## src/rtl/ps2_rx_decoder.sv

```systemverilog
// PS/2 keyboard receiver: synchronizes the pins, deframes 11-bit frames,
// checks start/parity/stop and folds F0/E0 prefixes into break/ext flags.
module ps2_rx_decoder #(
    parameter int TIMEOUT_CYCLES = 50000
) (
    input  logic       clk,
    input  logic       rst,
    input  logic       ps2_clk,
    input  logic       ps2_data,
    output logic [7:0] key_code,
    output logic       key_valid,
    output logic       key_break,
    output logic       key_ext,
    output logic       frame_err,
    output logic       dbg_state,
    output logic [3:0] dbg_bit_cnt
);

    localparam int TW = $clog2(TIMEOUT_CYCLES + 1);
    localparam logic [TW-1:0] TMO_MAX = TW'(TIMEOUT_CYCLES);

    localparam logic [0:0] ST_IDLE = 1'b0;
    localparam logic [0:0] ST_RECV = 1'b1;

    localparam logic [7:0] CODE_BRK = 8'hF0;
    localparam logic [7:0] CODE_EXT = 8'hE0;

    logic          clk_s1_q, clk_s1_d;
    logic          clk_s2_q, clk_s2_d;
    logic          clk_prev_q, clk_prev_d;
    logic          dat_s1_q, dat_s1_d;
    logic          dat_s2_q, dat_s2_d;
    logic [0:0]    state_q, state_d;
    logic [3:0]    bit_cnt_q, bit_cnt_d;
    logic [10:0]   frame_q, frame_d;
    logic          eval_q, eval_d;
    logic [TW-1:0] tmo_cnt_q, tmo_cnt_d;
    logic          brk_pend_q, brk_pend_d;
    logic          ext_pend_q, ext_pend_d;
    logic [7:0]    key_code_q, key_code_d;
    logic          key_valid_q, key_valid_d;
    logic          key_break_q, key_break_d;
    logic          key_ext_q, key_ext_d;
    logic          frame_err_q, frame_err_d;

    logic       fall_tick;
    logic       frame_ok;
    logic [7:0] frame_byte;

    assign fall_tick  = clk_prev_q & ~clk_s2_q;
    assign frame_byte = frame_q[8:1];
    // Odd parity over data plus parity bit; start low, stop high.
    assign frame_ok   = ~frame_q[0] & (^frame_q[9:1]) & frame_q[10];

    always_comb begin
        clk_s1_d    = ps2_clk;
        clk_s2_d    = clk_s1_q;
        clk_prev_d  = clk_s2_q;
        dat_s1_d    = ps2_data;
        dat_s2_d    = dat_s1_q;
        state_d     = state_q;
        bit_cnt_d   = bit_cnt_q;
        frame_d     = frame_q;
        eval_d      = 1'b0;
        tmo_cnt_d   = tmo_cnt_q;
        brk_pend_d  = brk_pend_q;
        ext_pend_d  = ext_pend_q;
        key_code_d  = key_code_q;
        key_valid_d = 1'b0;
        key_break_d = key_break_q;
        key_ext_d   = key_ext_q;
        frame_err_d = 1'b0;

        case (state_q)
            ST_IDLE: begin
                tmo_cnt_d = '0;
                if (fall_tick) begin
                    state_d   = ST_RECV;
                    bit_cnt_d = 4'd1;
                    frame_d   = {dat_s2_q, frame_q[10:1]};
                end
            end
            ST_RECV: begin
                // A falling edge beats a simultaneous timeout.
                if (fall_tick) begin
                    frame_d   = {dat_s2_q, frame_q[10:1]};
                    tmo_cnt_d = '0;
                    if (bit_cnt_q == 4'd10) begin
                        state_d   = ST_IDLE;
                        bit_cnt_d = 4'd0;
                        eval_d    = 1'b1;
                    end else begin
                        bit_cnt_d = bit_cnt_q + 4'd1;
                    end
                end else if (tmo_cnt_q == TMO_MAX) begin
                    state_d     = ST_IDLE;
                    bit_cnt_d   = 4'd0;
                    tmo_cnt_d   = '0;
                    frame_err_d = 1'b1;
                    brk_pend_d  = 1'b0;
                    ext_pend_d  = 1'b0;
                end else begin
                    tmo_cnt_d = tmo_cnt_q + 1'b1;
                end
            end
            default: begin
                state_d   = ST_IDLE;
                bit_cnt_d = 4'd0;
                tmo_cnt_d = '0;
            end
        endcase

        // The captured frame is judged one cycle after the stop bit lands.
        if (eval_q) begin
            if (!frame_ok) begin
                frame_err_d = 1'b1;
                brk_pend_d  = 1'b0;
                ext_pend_d  = 1'b0;
            end else if (frame_byte == CODE_BRK) begin
                brk_pend_d = 1'b1;
            end else if (frame_byte == CODE_EXT) begin
                ext_pend_d = 1'b1;
            end else begin
                key_code_d  = frame_byte;
                key_break_d = brk_pend_q;
                key_ext_d   = ext_pend_q;
                key_valid_d = 1'b1;
                brk_pend_d  = 1'b0;
                ext_pend_d  = 1'b0;
            end
        end
    end

    always_ff @(posedge clk or posedge rst) begin
        if (rst) begin
            clk_s1_q    <= 1'b1;
            clk_s2_q    <= 1'b1;
            clk_prev_q  <= 1'b1;
            dat_s1_q    <= 1'b1;
            dat_s2_q    <= 1'b1;
            state_q     <= ST_IDLE;
            bit_cnt_q   <= 4'd0;
            frame_q     <= 11'd0;
            eval_q      <= 1'b0;
            tmo_cnt_q   <= '0;
            brk_pend_q  <= 1'b0;
            ext_pend_q  <= 1'b0;
            key_code_q  <= 8'd0;
            key_valid_q <= 1'b0;
            key_break_q <= 1'b0;
            key_ext_q   <= 1'b0;
            frame_err_q <= 1'b0;
        end else begin
            clk_s1_q    <= clk_s1_d;
            clk_s2_q    <= clk_s2_d;
            clk_prev_q  <= clk_prev_d;
            dat_s1_q    <= dat_s1_d;
            dat_s2_q    <= dat_s2_d;
            state_q     <= state_d;
            bit_cnt_q   <= bit_cnt_d;
            frame_q     <= frame_d;
            eval_q      <= eval_d;
            tmo_cnt_q   <= tmo_cnt_d;
            brk_pend_q  <= brk_pend_d;
            ext_pend_q  <= ext_pend_d;
            key_code_q  <= key_code_d;
            key_valid_q <= key_valid_d;
            key_break_q <= key_break_d;
            key_ext_q   <= key_ext_d;
            frame_err_q <= frame_err_d;
        end
    end

    assign key_code    = key_code_q;
    assign key_valid   = key_valid_q;
    assign key_break   = key_break_q;
    assign key_ext     = key_ext_q;
    assign frame_err   = frame_err_q;
    assign dbg_state   = state_q;
    assign dbg_bit_cnt = bit_cnt_q;

endmodule

```

## config.mk

```make
export PLATFORM = sky130hd
export DESIGN_NAME = ps2_rx_decoder
export DESIGN_NICKNAME = d
export VERILOG_FILES = /design/src/rtl/ps2_rx_decoder.sv
export SDC_FILE = /design/constraint.sdc
export NUM_CORES = 1
export LEC_CHECK = 0
export BUFFER_PORTS_ARGS = -buffer_cell sky130_fd_sc_hd__clkbuf_2
export CORE_ASPECT_RATIO = 1.75
export CORE_UTILIZATION = 58
export CTS_CLUSTER_DIAMETER = 40
export CTS_CLUSTER_SIZE = 12
export DETAILED_ROUTE_END_ITERATION = 16
export PLACE_DENSITY = 0.78
export SYNTH_ARGS = -nofsm -noshare
export SYNTH_HDL_FRONTEND = slang
export SYNTH_SLANG_ARGS = --single-unit
```

## constraint.sdc

```tcl
create_clock -name clk -period 2.9 [get_ports clk]
set_clock_uncertainty 0.15 [all_clocks]
set_input_delay 0.145 -clock clk [delete_from_list [all_inputs] [get_ports clk]]
set_output_delay 0.145 -clock clk [all_outputs]
set_load 0.01 [all_outputs]
```

=== After elaboration in Yosys (flattened, before gate mapping) ===
Index checks and enable logic that the tools add are counted.

* Flip-flop bits (word level): 52
* Input port bits: 4
* Output and inout port bits: 17
* Word-level logic and storage cells: 76

* Add/sub/neg operators: 2
* Equal/unequal tests: 6
* Multiplexer cells: 40
* Bitwise logic cells: 8
* Reduce and logical (&&, ||, !) cells: 3

{| class="wikitable"
|+ Operator list
! kind !! count
|-
| $mux 16 || 2
|-
| $pmux 16 s2 || 1
|-
| $mux 1 || 30
|-
| $add 16x1->16 const B || 1
|-
| $eq 16x16->1 const B || 1
|-
| $eq 8x8->1 const B || 2
|-
| $mux 4 || 4
|-
| $mux 11 || 1
|-
| $reduce_xor 9->1 || 1
|-
| $pmux 4 s2 || 1
|-
| $not 1->1 || 5
|-
| $add 4x1->4 const B || 1
|-
| $eq 4x4->1 const B || 1
|-
| $reduce_and 4->1 || 1
|-
| $and 1x1->1 || 3
|-
| $ne 3x1->1 const B || 1
|-
| $ne 2x2->1 const B || 1
|-
| $pmux 1 s2 || 1
|-
| $reduce_and 2->1 || 1
|}

=== Longest topological paths before layout ===
* Depth after elaboration: 8
* Gate-level depth with buffers: 8
* Mapped depth without buffers: 6

=== Worst setup path before layout ===
Ideal clock, no wire load.

* Kind: register to register
* From: reg frame_q[5]
* To: reg key_break_q, in the netlist key_break
* Library setup time: 0.125 ns
* Arrival: 1.945 ns
* Data required time: 2.625 ns
* Path slack: 0.681 ns
* Cell stages (with the launch flop): 8
* Path buffers: 1
* Period minus slack after synthesis: 2.219 ns
* Cells stage by stage: dfrtp_1 > inv_1 > ha_1 > xnor3_1 > xnor2_1 > nor3_1 > buf_2 > mux2_2

* Cells in the longest elaborated chain, start to end: 4
* Elaborated cells between the ends (all ways): 8
* Those cells by class: 2 x eq/ne; 4 x bitwise; 2 x reduce/logical

{| class="wikitable"
|+ RTL lines
! item !! line !! source
|-
| start: declaration || 35 || <nowiki>logic [10:0] frame_q, frame_d;</nowiki>
|-
| start signal: assignment || 161 || <nowiki>frame_q <= frame_d;</nowiki>
|-
| $reduce_xor 9->1 || 53 || <nowiki>assign frame_ok = ~frame_q[0] & (^frame_q[9:1]) & frame_q[10];</nowiki>
|-
| $and 1x1->1 (2 in a row) || 53 ||
|-
| $reduce_and 4->1 (no source line) * || -- ||
|-
| end signal: assignment || 168 || <nowiki>key_break_q <= key_break_d;</nowiki>
|-
| end: declaration || 42 || <nowiki>logic key_break_q, key_break_d;</nowiki>
|}

Mark *: on every way between the ends. The rest lies on a longest branch, timed or not.
A chain may end at the register's enable or synchronous reset.

=== Final worst setup path ===
* From: reg tmo_cnt_q[12]
* To: reg tmo_cnt_q[12]

* Cells in the longest elaborated chain, start to end: 4
* Elaborated cells between the ends (all ways): 5
* Those cells by class: 1 x add/sub; 1 x eq/ne; 3 x mux

{| class="wikitable"
|+ RTL lines
! item !! line !! source
|-
| start: declaration || 37 || <nowiki>logic [TW-1:0] tmo_cnt_q, tmo_cnt_d;</nowiki>
|-
| start signal: assignment || 163 || <nowiki>tmo_cnt_q <= tmo_cnt_d;</nowiki>
|-
| $add 16x1->16 / $eq 16x16->1 (equally long branches) || 103, 95 ||
|-
| $mux 16 * || 95 || <nowiki>end else if (tmo_cnt_q == TMO_MAX) begin</nowiki>
|-
| $mux 16 * || 85 || <nowiki>if (fall_tick) begin</nowiki>
|-
| $pmux 16 s2 * || 74 || <nowiki>case (state_q)</nowiki>
|-
| via tmo_cnt_d[12] || 37 ||
|}

The timed path passes the listed nets; every way through them passes the cells marked *.

==> flow_metrics.py <==
metrics = {
    "placement": {
        "dp_hpwl_um": 2945,
        "io_buffers": 20,
        "place_area_um2": 2501,
        "place_congestion": 0.8734,
    },
    "cells_and_area": {
        "num_antenna_cells": 0,
        "area_growth_pct": 10.94,
        "final_area_um2": 2639,
        "multi_input_area_um2": 977.2,
        "post-route-util_pct": 67.60,
        "regArea_um2": 1308,
        "nNetsFinal": 239,
        "fillerInstances": 313,
        "layout-drive-gt1-share_pct": 25.11,
    },
    "clock_tree": {
        "cts-htree-levels": 2,
        "cts.sinks": 52,
        "cts_buffers": 5,
        "clockRootBuffer": "clkbuf_8",
        "cts_tree": "built",
        "clk_path_buf_depth": 2,
        "clock_latency_ns": 0.31,
        "cts_hold_buffers": 3,
        "cts_setup_buffers": 0,
        "cts_resized": 0,
        "clk_pin_slew_worst_paths_ns": 0.08,
    },
    "worst_setup_path": {
        "rr_startpoint": "tmo_cnt_q[12]$_DFF_PP0_",
        "critPathRequiredTime_ns": 2.91,
        "crit_end": "tmo_cnt_q[12]$_DFF_PP0_",
        "worstRegToRegCells": 4,
        "endpoint_kind": "register",
        "r2r_end": "tmo_cnt_q[12]$_DFF_PP0_",
        "critical_path.max_fanout": 17,
        "rrSetupSlack_ns": 0.58,
        "crit_type": "register to register",
        "cp-startpoint": "tmo_cnt_q[12]$_DFF_PP0_",
        "worst_ep_arrival_time_ns": 2.34,
        "startpoint_type": "register",
    },
    "sta": {
        "tightestPinTransition_ns": 1.026,
        "post-route-min-period_ns": 2.324,
        "slew_headroom_pct": 31.53,
        "clock.fmax_mhz": 430.2,
        "setup_viol": 0,
        "period_share_pct": 80.15,
        "fin_setup_tns_ns": 0,
        "slew_violations": 0,
        "grt_setup_unrepaired": "no",
        "hold_violations": 0,
    },
    "synth": {
        "synth_warnings": 0,
        "synth.avg_cell_area_um2": 11.83,
        "syn_area_um2": 2379,
        "synth_top_area_share_pct": 49.45,
        "ys_types": 38,
        "yosysMostFrequentCell": "dfrtp_1",
        "synth_edf_count": 0,
        "syn_nets": 214,
        "async_reset_ff_share_pct": 100.0,
        "synth-main-ff-cell": "dfrtp_1",
        "synth.yosys.seq_area_share_pct": 54.97,
        "synth_area_leaders": "dfrtp_1 (49%), mux2_2 (7.6%), dfstp_2 (5.5%)",
        "synth_commonest_cells": "dfrtp_1 (47), mux2_2 (16), nand2_1 (15)",
        "ys_seq_elements": 52,
        "yosysTopAreaCell": "dfrtp_1",
        "syn_inst": 201,
    },
    "global_routing": {
        "grt_pass1_wl_um": 7024,
        "grt_start_max_net_pins": 53,
        "grt.overflow.total": 0,
        "grt_usage_pct": 21.89,
        "grt_pass1_vias": 1615,
        "antenna_found_initial": 0,
    },
    "power": {
        "power_leakage_nw": 1.267,
        "ir_drop_uv": 482.6,
        "power_density_nw_per_um2": 652.9,
    },
    "floorplanning": {
        "die_x_um": 50.41,
        "die_area_um2": 4371,
        "chipHeight_um": 86.72,
        "io_pins": 21,
        "coreArea_um2": 3904,
        "num_rows": 30,
        "start_util_pct": 60.93,
    },
    "hold_path": {
        "min_path_type": "register to register",
        "min_delay_path_depth": 0,
    },
    "drt": {
        "vias": 1566,
        "drt-wirelength-per-cell_um": 15.33,
        "route.antenna.remaining_nets": 0,
        "drt-initial-drc-count": 47,
        "drc_errors": 0,
        "vias_per_cell": 5.695,
        "drt_wl_total_um": 4217,
        "firstDrtPassIters": 4,
    },
    "status": {
        "status": "finished clean",
    },
    "job": {
        "max-cap-violations": 0,
    },
}
==> how the worst min path moves through the flow <==
| stage | start | endpoint | slack, ns |
|---|---|---|---|
| after floorplan | ps2_clk | clk_s1_q$_DFF_PP1_ | -0.0005 |
| after global placement | ps2_clk | clk_s1_q$_DFF_PP1_ | 0.08 |
| after detailed placement | ps2_clk | clk_s1_q$_DFF_PP1_ | 0.08 |
| after CTS | dat_s1_q$_DFF_PP1_ | dat_s2_q$_DFF_PP1_ | 0.21 |
| after global routing | clk_s1_q$_DFF_PP1_ | clk_prev_d$_DFF_PP1_ | 0.22 |
| final | dat_s1_q$_DFF_PP1_ | dat_s2_q$_DFF_PP1_ | 0.21 |
==> layout make-up <==
class	count	share of cell area, %
Sequential cell	52	49.55
Multi-Input combinational cell	131	37.03
Timing Repair Buffer	25	5.500
Clock buffer	6	2.750
Tap cell	48	2.276
Inverter	11	1.565
Clock inverter	2	1.328
==> worst max-delay path, cell delays in order, from the launching register on <==
cell      delay [ns]
dfrtp_1         0.43
or4b_4          0.56
nor4_4          0.37
nand2b_1        0.55
nor2_1          0.13
==> placed cells by master, fill, tap and decap left out, types with 4 or more instances in the layout <==
cell type and n:
dfrtp_1 47, clkbuf_2 20, mux2_2 16, nand2_1 15
nor2_1 14, xor2_1 10, inv_1 10, o21ai_0 10
ha_1 9, nand3_1 8, nand4_1 7, xnor2_1 5
dfstp_2 5, clkbuf_8 5, a21oi_1 4
==> flip-flops by register name, summed over array words and instances (netlist names), 4 cells and up <==
name	cells
dbg_bit_cnt	4
tmo_cnt_q	16
key_code	8
frame_q	11
==> kinds of logic (layout without fill, tap and decap cells) <==
| logic type | count (synthesis) | count (layout) | synth area share (%) |
|---|---|---|---|
| AND/OR/NAND/NOR | 66 | 66 | 15.73 |
| flip-flops | 52 | 52 | 54.97 |
| AO/OA/AOI/OAI | 24 | 24 | 6.576 |
| buffers and inverters | 18 | 44 | 3.945 |
| XOR/XNOR | 16 | 16 | 6.470 |
| multiplexers | 16 | 16 | 7.575 |
| adder cells (fa/ha/maj) | 9 | 9 | 4.734 |
==> metrics by stage <==
| step | cells | setup WS, ns | hold WS, ns | power, W |
|---|---|---|---|---|
| 2_1_floorplan | 201 | 0.6807 | -0.0005223 | 0.001162 |
| 3_3_place_gp | 264 | 0.6117 | 0.08323 | 0.001228 |
| 3_5_place_dp | 264 | 0.5454 | 0.08415 | 0.001254 |
| 4_1_cts | 275 | 0.5396 | 0.2141 | 0.001743 |
| 5_1_grt | 275 | 0.3642 | 0.2198 | 0.001806 |
| 6_report | 275 | 0.5756 | 0.2106 | 0.001723 |
==> power by group <==
group / switching [W] / internal, W
clock network: 0.000231 / 0.000256
registers: 0.0000719 / 0.000801
logic: 0.000173 / 0.000189
==> routing by layer <==
metal	up-vias	share of wire (%)	global-route usage (%)
li1	741	-	-
met2	38	58	40.97
met4	0	2.7	11.62
met3	14	2.8	4.912
met1	773	36	21.55
met5	-	0	0
Power figures use the tool's default switching activity.
